==> src/rtl/clock_divider.sv <==
// Divides clk by DIV into a 50 % duty clk_sys plus a clk-domain strobe clk_en.
// Odd ratios stretch the high phase by half a clk period with a negedge flop.
module clock_divider #(
  parameter int DIV   = 100_000,
  parameter int CNT_W = $clog2(DIV)
) (
  input  logic clk,
  input  logic resetn,
  output logic clk_sys,
  output logic clk_en
);

  localparam logic [CNT_W-1:0] LAST = CNT_W'(DIV - 1);
  // First count of the high phase: N/2 for even, (N+1)/2 for odd.
  localparam logic [CNT_W-1:0] HALF = CNT_W'((DIV + 1) / 2);

  logic [CNT_W-1:0] cnt;
  logic [CNT_W-1:0] cnt_nxt;
  logic             p;

  generate
    if (DIV < 2) begin : g_bad
      $error("clock_divider: DIV must be >= 2");
    end
  endgenerate

  assign cnt_nxt = (cnt == LAST) ? '0 : cnt + CNT_W'(1);

  always_ff @(posedge clk or negedge resetn) begin
    if (!resetn) begin
      cnt <= '0;
      p   <= 1'b0;
    end else begin
      cnt <= cnt_nxt;
      p   <= (cnt_nxt >= HALF);
    end
  end

  assign clk_en = (cnt == LAST);

  generate
    if (DIV % 2 == 0) begin : g_even
      assign clk_sys = p;
    end else begin : g_odd
      logic q;
      always_ff @(negedge clk or negedge resetn) begin
        if (!resetn) q <= 1'b0;
        else         q <= p;
      end
      // q trails p by half a cycle, so the OR never sees both move together.
      assign clk_sys = p | q;
    end
  endgenerate

endmodule

==> config.mk <==
export PLATFORM = sky130hd
export DESIGN_NAME = clock_divider
export DESIGN_NICKNAME = d
export VERILOG_FILES = /design/src/rtl/clock_divider.sv
export SDC_FILE = /design/constraint.sdc
export NUM_CORES = 1
export LEC_CHECK = 0
export CORE_AREA = 8 8 51 63
export CTS_CLUSTER_DIAMETER = 120
export CTS_CLUSTER_SIZE = 24
export DETAILED_ROUTE_END_ITERATION = 7
export DIE_AREA = 0 0 59 71
export PLACE_DENSITY = 0.75
export SLEW_MARGIN = 25
export SYNTH_ARGS = -nofsm -noshare
export SYNTH_HDL_FRONTEND = slang
export SYNTH_SLANG_ARGS = --single-unit
==> constraint.sdc <==
create_clock -name clk -period 1.9 [get_ports clk]
set_clock_uncertainty 0.15 [all_clocks]
set_input_delay 0.57 -clock clk [delete_from_list [all_inputs] [get_ports clk]]
set_output_delay 0.57 -clock clk [all_outputs]
set_load 0.02 [all_outputs]
==> results.md <==
GRT:
- For met2 alone, demand over resource in global routing was 0.2372.
- In this run the most used layer during global routing was met2.
- The pin count of the biggest net entering global routing is 19.
- In the global route stage, overall resource usage came out at 0.1420.
- The first global-routing pass estimated ~4500 um of wire.
- The number of global-route vias before repair is between 1,000 and 1,500.
- The global-route track usage on met1 is 0.1529.
- The initial antenna violation count came to 0.
- The total overflow left after global routing is 0.
- The met3 layer usage reported by global route is 0.04174.

Setup path:
- The depth of the worst register-to-register path is 9.
- The endpoint of the most critical register-to-register path is clk_sys$_DFF_PN0_.
- The endpoint class of the critical path is a primary output.
- The worst setup path is launched from a register.
- STA puts the critical path data arrival time at roughly 1.5 ns.
- The critical register-to-register path startpoint is cnt[1]$_DFF_PN0_.
- The register-to-register path setup slack is around 0.020 ns.
- Walking the worst path, the cells encountered are nor4bb_2 -> nand3_1 -> nor2_4 -> buf_6.
- The worst setup path is of the register to primary output kind.
- The critical-path cell with the highest stage delay is sky130_fd_sc_hd__dfrtp_1.
- The largest driver fanout on the critical path is 2.
- The data required time at the worst endpoint is roughly 1.2 ns.
- The longest individual stage delay on the worst path is 0.41 ns.

CTS:
- The number of buffers created by CTS is 3.
- Clock-pin slew was measured on the worst setup and hold paths at approximately 0.10 ns.
- The number of buffers on the longest clock path is 2.
- The number of hold buffers added after CTS was 0.
- The number of clock sinks seen by CTS is 18.
- The CTS H-tree depth is 1.
- The TritonCTS clock tree is yes.
- The library cell used as clock root buffer is sky130_fd_sc_hd__clkbuf_4.
- The clock latency at the later pin of the worst-skew pair is about 0.30 ns.

Timing:
- The max-slew headroom at the worst pin is 0.7828.
- After layout, the minimum clock period comes to approximately 2.2 ns.
- Setup slack on the critical path of the routed design comes to -0.2956 ns.
- The max-slew violation count is 0.
- On the final layout, the worst hold slack is 0.4376 ns.
- The count of final setup violators is 1.
- The peak clock frequency supported by timing is 455.5 MHz.
- The hold violation total from the final report came to 0.
- At the pin with the least slew margin, the transition time is 0.3249 ns.
- In the finished design, the share of the clock period the worst path needs comes to 1.156.
- In the final timing run, aggregate negative setup slack is -0.2956 ns.
- Setup repair after global routing could not meet its margin everywhere.

Place:
- The detailed-placement wirelength estimate is 1897 um.
- The cell area after placement is around 1300 um2.
- The final RePlAce weighted congestion is just over 0.9.
- Input and output buffers added on the ports amount to 3.

Yosys:
- The synthesized netlist contains 36 unique library cells.
- In the synthesized netlist, the number of instances is roughly 110.
- The area share of the largest cell type after synthesis is 0.4022.
- The number of synthesized register bits is 18.
- For this run, asynchronously set or reset flops after synthesis account for 1.000.
- The total nets after synthesis is about 120.
- The average instance area after synthesis is between 9 and 10 um2.
- The share of synthesized area occupied by flip-flops and latches is 0.4022.
- The area of the mapped netlist is about 1100 um2.
- Among all flip-flop cells after synthesis, the most frequent one is sky130_fd_sc_hd__dfrtp_1.
- By area the synthesized netlist is led by sky130_fd_sc_hd__dfrtp_1 (40%), sky130_fd_sc_hd__xor2_1 (7.8%), sky130_fd_sc_hd__nor2_1 (4.7%).
- The warning count from the yosys run is 0.
- Counting flops with a built-in enable in the synthesized netlist gives 0.
- The cell taking the most area after synthesis is sky130_fd_sc_hd__dfrtp_1.

Die:
- The floorplan step defined a die boundary enclosing 4189 um2.
- For this configuration, the core starts out at a cell density of 0.4864.
- The number of placement rows is 20.
- In this run the standard cell core region covers about 2300 um2.
- The die height is a little over 70 um.
- Measured along the x axis, the die boundary spans approximately 60 um.
- For this design the top-level I/O count stands at 4.

Detailed routing:
- The total length of routed wires is ~2700 um.
- The number of DRC violations after detailed routing is 0.
- For this block, the initial DRC count from the detailed router was 40.
- Dividing the detail-routed via count by the number of cells gives 5.566.
- The pre-antenna-repair detailed-routing pass consisted of 4 iterations.
- The remaining antenna violation count is 0.
- Across all layers, the routed design uses around 970 vias.
- In the final routed layout, each cell accounts on average for between 15 and 20 um.

Cells and area:
- The library cell used most frequently in the layout, excluding fill and tap cells, is sky130_fd_sc_hd__buf_4.
- The layout has roughly 180 filler cells.
- The share of final-layout standard cells stronger than drive strength 1 is 0.3662.
- The layout net count is ~150.
- Once layout is done, the placed cells without fillers occupy 1463 um2.
- The core utilization of the finished layout is 0.6353.
- The relative area change from synthesis to final layout is 30.61%.
- The number of inserted diodes is 0.
- In the layout the commonest cells are sky130_fd_sc_hd__buf_4 (28), sky130_fd_sc_hd__dfrtp_1 (18), sky130_fd_sc_hd__nor2_1 (13), sky130_fd_sc_hd__xor2_1 (10), sky130_fd_sc_hd__nand2_1 (7).

Hold path:
- The tightest min-delay check is of the input pin to asynchronous set/reset pin type.

Power:
- For this design the ratio of total power to cell area is between 400 and 500 nW/um2.
- The worst-case IR drop observed on VDD is 0.4002 mV.
- The leakage component of the power is 0.0006947 uW.
- The overall power is 633.4 uW.

Status:
- The checks that failed: setup timing.
- The flow ran to the end, but the final reports show violations.

Run:
- The max capacitance violation total is 0.
## area by class of cell
cell class                      count  area [um2]  share of cell area
Multi-Input combinational cell     85       656.9              0.4491
Clock buffer                        4       36.28             0.02481
Sequential cell                    18       450.4              0.3080
Tap cell                           33       41.29             0.02823
Timing Repair Buffer               34       274.0              0.1873
Inverter                            1       3.754            0.002566
## metal layers
metal	vias to the layer above	part of all wire
li1	463	-
met1	466	0.43
met2	34	0.50
met3	11	0.048
met4	0	0.022
met5	-	0
## cell usage after synthesis (all sizes together), types with 2 or more instances
library cell   n
dfrtp         18
nor2          14
nand3         11
xor2          10
buf            9
nand2          7
nand4          6
a21oi          4
xnor2          4
a31oi          3
and3           3
and4           2
mux2i          2
nor3           2
nor3b          2
nor4           2
o22ai          2
## timing repair
action / CTS / global route
setup endpoints to repair: 4 / 3
resized for setup: 16 / 4
buffers inserted: 5 / 4
pin swaps: 10 / 8
## registers in the layout (all words and copies together) (netlist names)
register	count
cnt	17
clk_sys	1
## kinds of logic after synthesis
| kind of cell | count (synthesis) | synth area share |
|---|---|---|
| xor+xnor | 14 | 0.1095 |
| compound gates | 13 | 0.07263 |
| simple gates | 54 | 0.2916 |
| mux | 3 | 0.02793 |
| fa+ha+maj | 1 | 0.01117 |
| buf+inv | 10 | 0.08491 |
| flops | 18 | 0.4022 |
## how the worst max path moves through the flow
stage	from	to	depth (start not counted)
global route	cnt[8]$_DFF_PN0_	clk_en	4
global placement	cnt[8]$_DFF_PN0_	clk_en	4
CTS	cnt[14]$_DFF_PN0_	clk_en	4
finish	cnt[8]$_DFF_PN0_	clk_en	4
detailed placement	cnt[8]$_DFF_PN0_	clk_en	4
floorplan	cnt[0]$_DFF_PN0_	clk_en	6
## stage by stage
step | worst slack, ns | cells
final | -0.2956 | 175
after CTS | -0.3028 | 174
after global placement | -0.4305 | 167
after floorplan | -0.06697 | 113
after detailed placement | -0.5034 | 167
after global routing | -0.3853 | 175
## power by group
part	internal, uW	switching (uW)
registers	383	0
logic	3.16	7.31
clock network	117	123
## worst max-delay path: cells and delay by family, from the launching register on
family,cells,cell delay (ns)
buffers and inverters,1,0.12
AND/OR/NAND/NOR,3,0.64
flip-flops,1,0.41
Power figures use the tool's default switching activity.
==> edit 1 (config.mk and constraints unchanged) <==
Change the parameter `DIV` from 100_000 to 200_000.
--- a/src/rtl/clock_divider.sv
+++ b/src/rtl/clock_divider.sv
@@ -1,7 +1,7 @@
 // Divides clk by DIV into a 50 % duty clk_sys plus a clk-domain strobe clk_en.
 // Odd ratios stretch the high phase by half a clk period with a negedge flop.
 module clock_divider #(
-  parameter int DIV   = 100_000,
+  parameter int DIV   = 200_000,
   parameter int CNT_W = $clog2(DIV)
 ) (
   input  logic clk,
Formal check against the unedited RTL: no difference found for any inputs over 10 cycles, from zero or initial values and one cycle with resetn low; that may be too few to reach the edited logic, so the function may still have changed.
==> edit 1 against the unedited design <==
The flow still finishes with violations (negative setup slack). Fmax fell by 3.6%. Final area rose by 14%. Worst hold slack got worse by 0.010 ns. Sequential cell count rose by 1. Synthesized area fell by 4.9%. Synthesized cell count fell by 5.3%. Routed wire length rose by 22%. Worst setup slack got worse by 0.083 ns. Power fell by 0.65%. Highest routed layer unchanged.
==> edit 1: results (changes against the unedited design) <==
syn_nets: 110  # was 116
clock_buffers: 3  # was 4
clk_pin_slew_ns: 0.12  # was 0.10 ns
clock_area_frac: 0.01645  # was 0.02481
grt_max_degree: 20  # was 19
ys_seq_area_frac: 0.4465  # was 0.4022
swShare: 0.2277  # was 0.2059
seq_area_frac: 0.2842  # was 0.3080
critPathLaunch: "cnt[9]$_DFF_PN0_"  # was cnt[8]$_DFF_PN0_
status: "finished, violations left"  # unchanged
cts_resized: 27  # was 16
synth_compound_area_frac: 0.08931  # was 0.07263
setup_viol: 4  # was 1
synth_xor_area_frac: 0.1316  # was 0.1095
multiInputCombCellCount: 74  # was 85
place_congestion: 0.8398  # was 0.9290
p_leak_nw: 0.7776  # was 0.6947 nW
synth_area_leaders: "dfrtp_1 45%, xnor2_1 11%, nor2_1 3.9%"  # was dfrtp_1 40%, xor2_1 7.8%, nor2_1 4.7%
layout_setup_ws_ns: -0.3785  # was -0.2956 ns
peakVddDrop_uv: 438.2  # was 400.2 uV
drive_gt1_frac: 0.5130  # was 0.3662
fin_hold_ws_ns: 0.4274  # was 0.4376 ns
cp_data_arrival_time_ns: 1.56  # was 1.48 ns
violations: "negative setup slack"  # unchanged
r2r_setup_slack_ns: -0.15  # was 0.02 ns
grt_pass1_vias: 1014  # was 1025
timing.rr.start: "cnt[8]$_DFF_PN0_"  # was cnt[1]$_DFF_PN0_
fillCellCount: 158  # was 177
==> edit 1: cell count changes after synthesis, sizes merged, moves of 5 or more <==
| cell | delta |
|---|---|
| xor2 | -7 |
| inv | +5 |
| xnor2 | +9 |
| nand3 | -6 |
==> edit 1: logic make-up (layout without fill, tap and decap cells) <==
group / Yosys count / count (layout)
AND/OR/NAND/NOR: 46 / 46
flip-flops: 19 / 19
XOR/XNOR: 16 / 16
buffers and inverters: 14 / 61
AO/OA/AOI/OAI: 11 / 11
adder cells (fa/ha/maj): 1 / 1
==> edit 1: worst max-delay path by stage <==
stage,to,slack [ns],depth (start not counted)
after global placement,clk_en,-0.49,3
after global routing,clk_en,-0.47,5
after floorplan,clk_en,-0.11,6
final,clk_en,-0.38,5
after CTS,clk_en,-0.40,3
after detailed placement,clk_en,-0.50,3
==> edit 1: metrics by stage <==
stage	std cells	setup WS, ns	cell area [um2]	util	TNS [ns]
after floorplan	107	-0.1101	1117	-	-0.1276
after global placement	172	-0.4869	1398	0.6071	-0.7769
after detailed placement	172	-0.5044	1398	0.6071	-0.9101
after CTS	180	-0.3969	1563	0.6788	-0.6048
after global routing	187	-0.4707	1673	0.7266	-0.9363
final	187	-0.3785	1673	0.7266	-0.5922
==> edit 1: worst max-delay path, delay by kind of cell (launching register included) <==
kind / cells / cell delay (ns)
flip-flops: 1 / 0.41
buffers and inverters: 1 / 0.18
AND/OR/NAND/NOR: 4 / 0.67
==> edit 1: metal layers <==
layer | vias up | track usage | share of wire
li1 | 468 | - | -
met1 | 513 | 0.1747 | 0.39
met2 | 30 | 0.2749 | 0.56
met3 | 10 | 0.02904 | 0.041
met4 | 0 | 0.06667 | 0.014
met5 | - | 0 | 0
==> edit 2 (same settings) <==
Without the edit above. Reset style: synchronous (`resetn`), changed in 2 clocked blocks.
--- a/src/rtl/clock_divider.sv
+++ b/src/rtl/clock_divider.sv
@@ -26,7 +26,7 @@
 
   assign cnt_nxt = (cnt == LAST) ? '0 : cnt + CNT_W'(1);
 
-  always_ff @(posedge clk or negedge resetn) begin
+  always_ff @(posedge clk) begin
     if (!resetn) begin
       cnt <= '0;
       p   <= 1'b0;
@@ -43,7 +43,7 @@
       assign clk_sys = p;
     end else begin : g_odd
       logic q;
-      always_ff @(negedge clk or negedge resetn) begin
+      always_ff @(negedge clk) begin
         if (!resetn) q <= 1'b0;
         else         q <= p;
       end
Behaviour: same outputs for any inputs over 10 cycles, from zero or initial values and one cycle with resetn low; that may be too few to reach the edited logic, so the function may still have changed.
==> edit 2 against the unedited design <==
The flow still finishes with violations (negative setup slack). Worst setup slack worse by 0.14 ns. Sequential cell count stayed put. Sequential share of layout area is 6.0 points lower. Final area is 0.94% higher. Final cell count is 8.0% higher. Die area stayed put. Routed wire length is 11% higher. Non-clock buffer count is 6 higher. Via count is 4.7% higher. Synthesized area is 11% lower. Worst hold slack worse by 0.039 ns. Critical endpoint unchanged. Largest cell class unchanged.
Power is not compared: it rests on default switching activity, and its combinational part moved more than twofold at a synthesized area within 25%.
==> edit 2: results (changes against the unedited design) <==
place_ws_ns: -0.5454  # was -0.5034 ns
hp-class: "reg2reg"  # was in2async
wl_per_cell_um: 15.72  # was 15.25 um
cp_slowest_cell: "dfxtp_1"  # was dfrtp_1
worstMarginPinSlew_ns: 0.2795  # was 0.3249 ns
place_congestion: 0.8653  # was 0.9290
status: "finished, violations left"  # unchanged
post-synth-top-count-cell: "nor2_1"  # was dfrtp_1
syn_nets: 121  # was 116
slowest_delay_ns: 0.32  # was 0.41 ns
drt_iter0_markers: 29  # was 40
peakVddDrop_uv: 506.2
via_per_inst: 5.397  # was 5.566
cts_root_buf: "clkbuf_4"  # unchanged
violations: "negative setup slack"  # unchanged
synthArstFlopShare: 0  # was 1.000
netlist_top_cells_count: "21 x nor2_1, 18 x dfxtp_1, 15 x nand2_1"  # was 18 x dfrtp_1, 14 x nor2_1, 10 x nand3_1, 10 x xor2_1, 7 x nand2_1
synth_edf_count: 0  # unchanged
drive_gt1_frac: 0.4295  # was 0.3662
synth_area_leaders: "dfxtp_1 36%, nor2_1 7.9%, xor2_1 6.1%"  # was dfrtp_1 40%, xor2_1 7.8%, nor2_1 4.7%
grt_usage: 0.1373  # was 0.1420
layout_setup_ws_ns: -0.4399  # was -0.2956 ns
ys_seq_area_frac: 0.3614  # was 0.4022
fin_nets: 160  # was 146
synth_cell_types: 40  # was 36
dp_hpwl_um: 1985  # was 1897 um
setup_viol: 4  # was 1
grt_max_degree: 11  # was 19
-- edit 2: cell types whose count changed after synthesis, moves of 3 or more --
cell and delta:
nand2_1 +8, dfrtp_1 -18, nor2_1 +7, dfxtp_1 +18, xor2_1 -3, nand3_1 -6
a21oi_1 -3
-- edit 2: timing repair --
| item | in CTS | in global routing |
|---|---|---|
| hold endpoints to repair | 0 | 0 |
| gates resized for setup | 13 | 12 |
| pin swaps | 13 | 12 |
| endpoints found under the setup margin | 16 | 15 |
| setup buffers | 2 | 4 |
| gates cloned | 0 | 0 |
-- edit 2: layout make-up --
class | instances | area [um2]
fill | 174 | 825.8
multi-input combinational | 93 | 683.2
sequential | 18 | 365.4
timing repair buffer | 40 | 346.6
tap | 33 | 41.29
clock buffer | 4 | 36.28
inverter | 1 | 3.754
-- edit 2: cells by family after synthesis --
kind of cell               share of synthesized area
xor gates and xnor gates                      0.1142
muxes                                        0.01129
AOI/OAI and AO/OA                            0.09786
and+or+nand+nor                               0.3551
buffers and inverters                        0.04767
adders and majority gates                    0.01255
DFF                                           0.3614
-- edit 2: per-stage QoR --
stage                     power, mW  cells  utilization    TNS, ns  instance area (um2)
after floorplan              0.4163    118            -  -0.001878                 1057
after global placement       0.4402    180       0.5799     -1.289                 1335
after detailed placement     0.4431    180       0.5799     -2.070                 1335
after CTS                    0.6850    185       0.6071    -0.6227                 1398
after global routing         0.7067    189       0.6413     -1.572                 1476
final                        0.6865    189       0.6413    -0.6078                 1476
-- edit 2: power breakdown --
part	leakage [nW]	internal (mW)	switching, mW
Sequential	0.147	0.383	0.00484
Combinational	0.482	0.0272	0.0240
Clock	0.0210	0.117	0.130
Total	0.650	0.528	0.159
-- edit 2: final timing paths --
check | cells past startpoint | endpoint | slack, ns | from
worst min-delay path | 2 | cnt[0]$_SDFF_PN0_ | 0.40 | cnt[0]$_SDFF_PN0_
worst max register to register | 8 | clk_sys$_SDFF_PN0_ | -0.13 | cnt[1]$_SDFF_PN0_
worst max-delay path | 5 | clk_en | -0.44 | cnt[12]$_SDFF_PN0_
worst min register to register | 2 | cnt[0]$_SDFF_PN0_ | 0.40 | cnt[0]$_SDFF_PN0_
-- edit 2: critical path: cells and delay by family, from the launching register on --
family	cells	cell delay, ns
and+or+nand+nor	4	0.84
DFF	1	0.32
buffers and inverters	1	0.14
-- edit 2: metal layers --
layer,wire [um],vias to the layer above,GRT usage
met2,1631,25,0.2652
li1,-,488,-
met5,0,-,0
met1,1153,500,0.1338
met3,115,7,0.02541
met4,72,0,0.05600
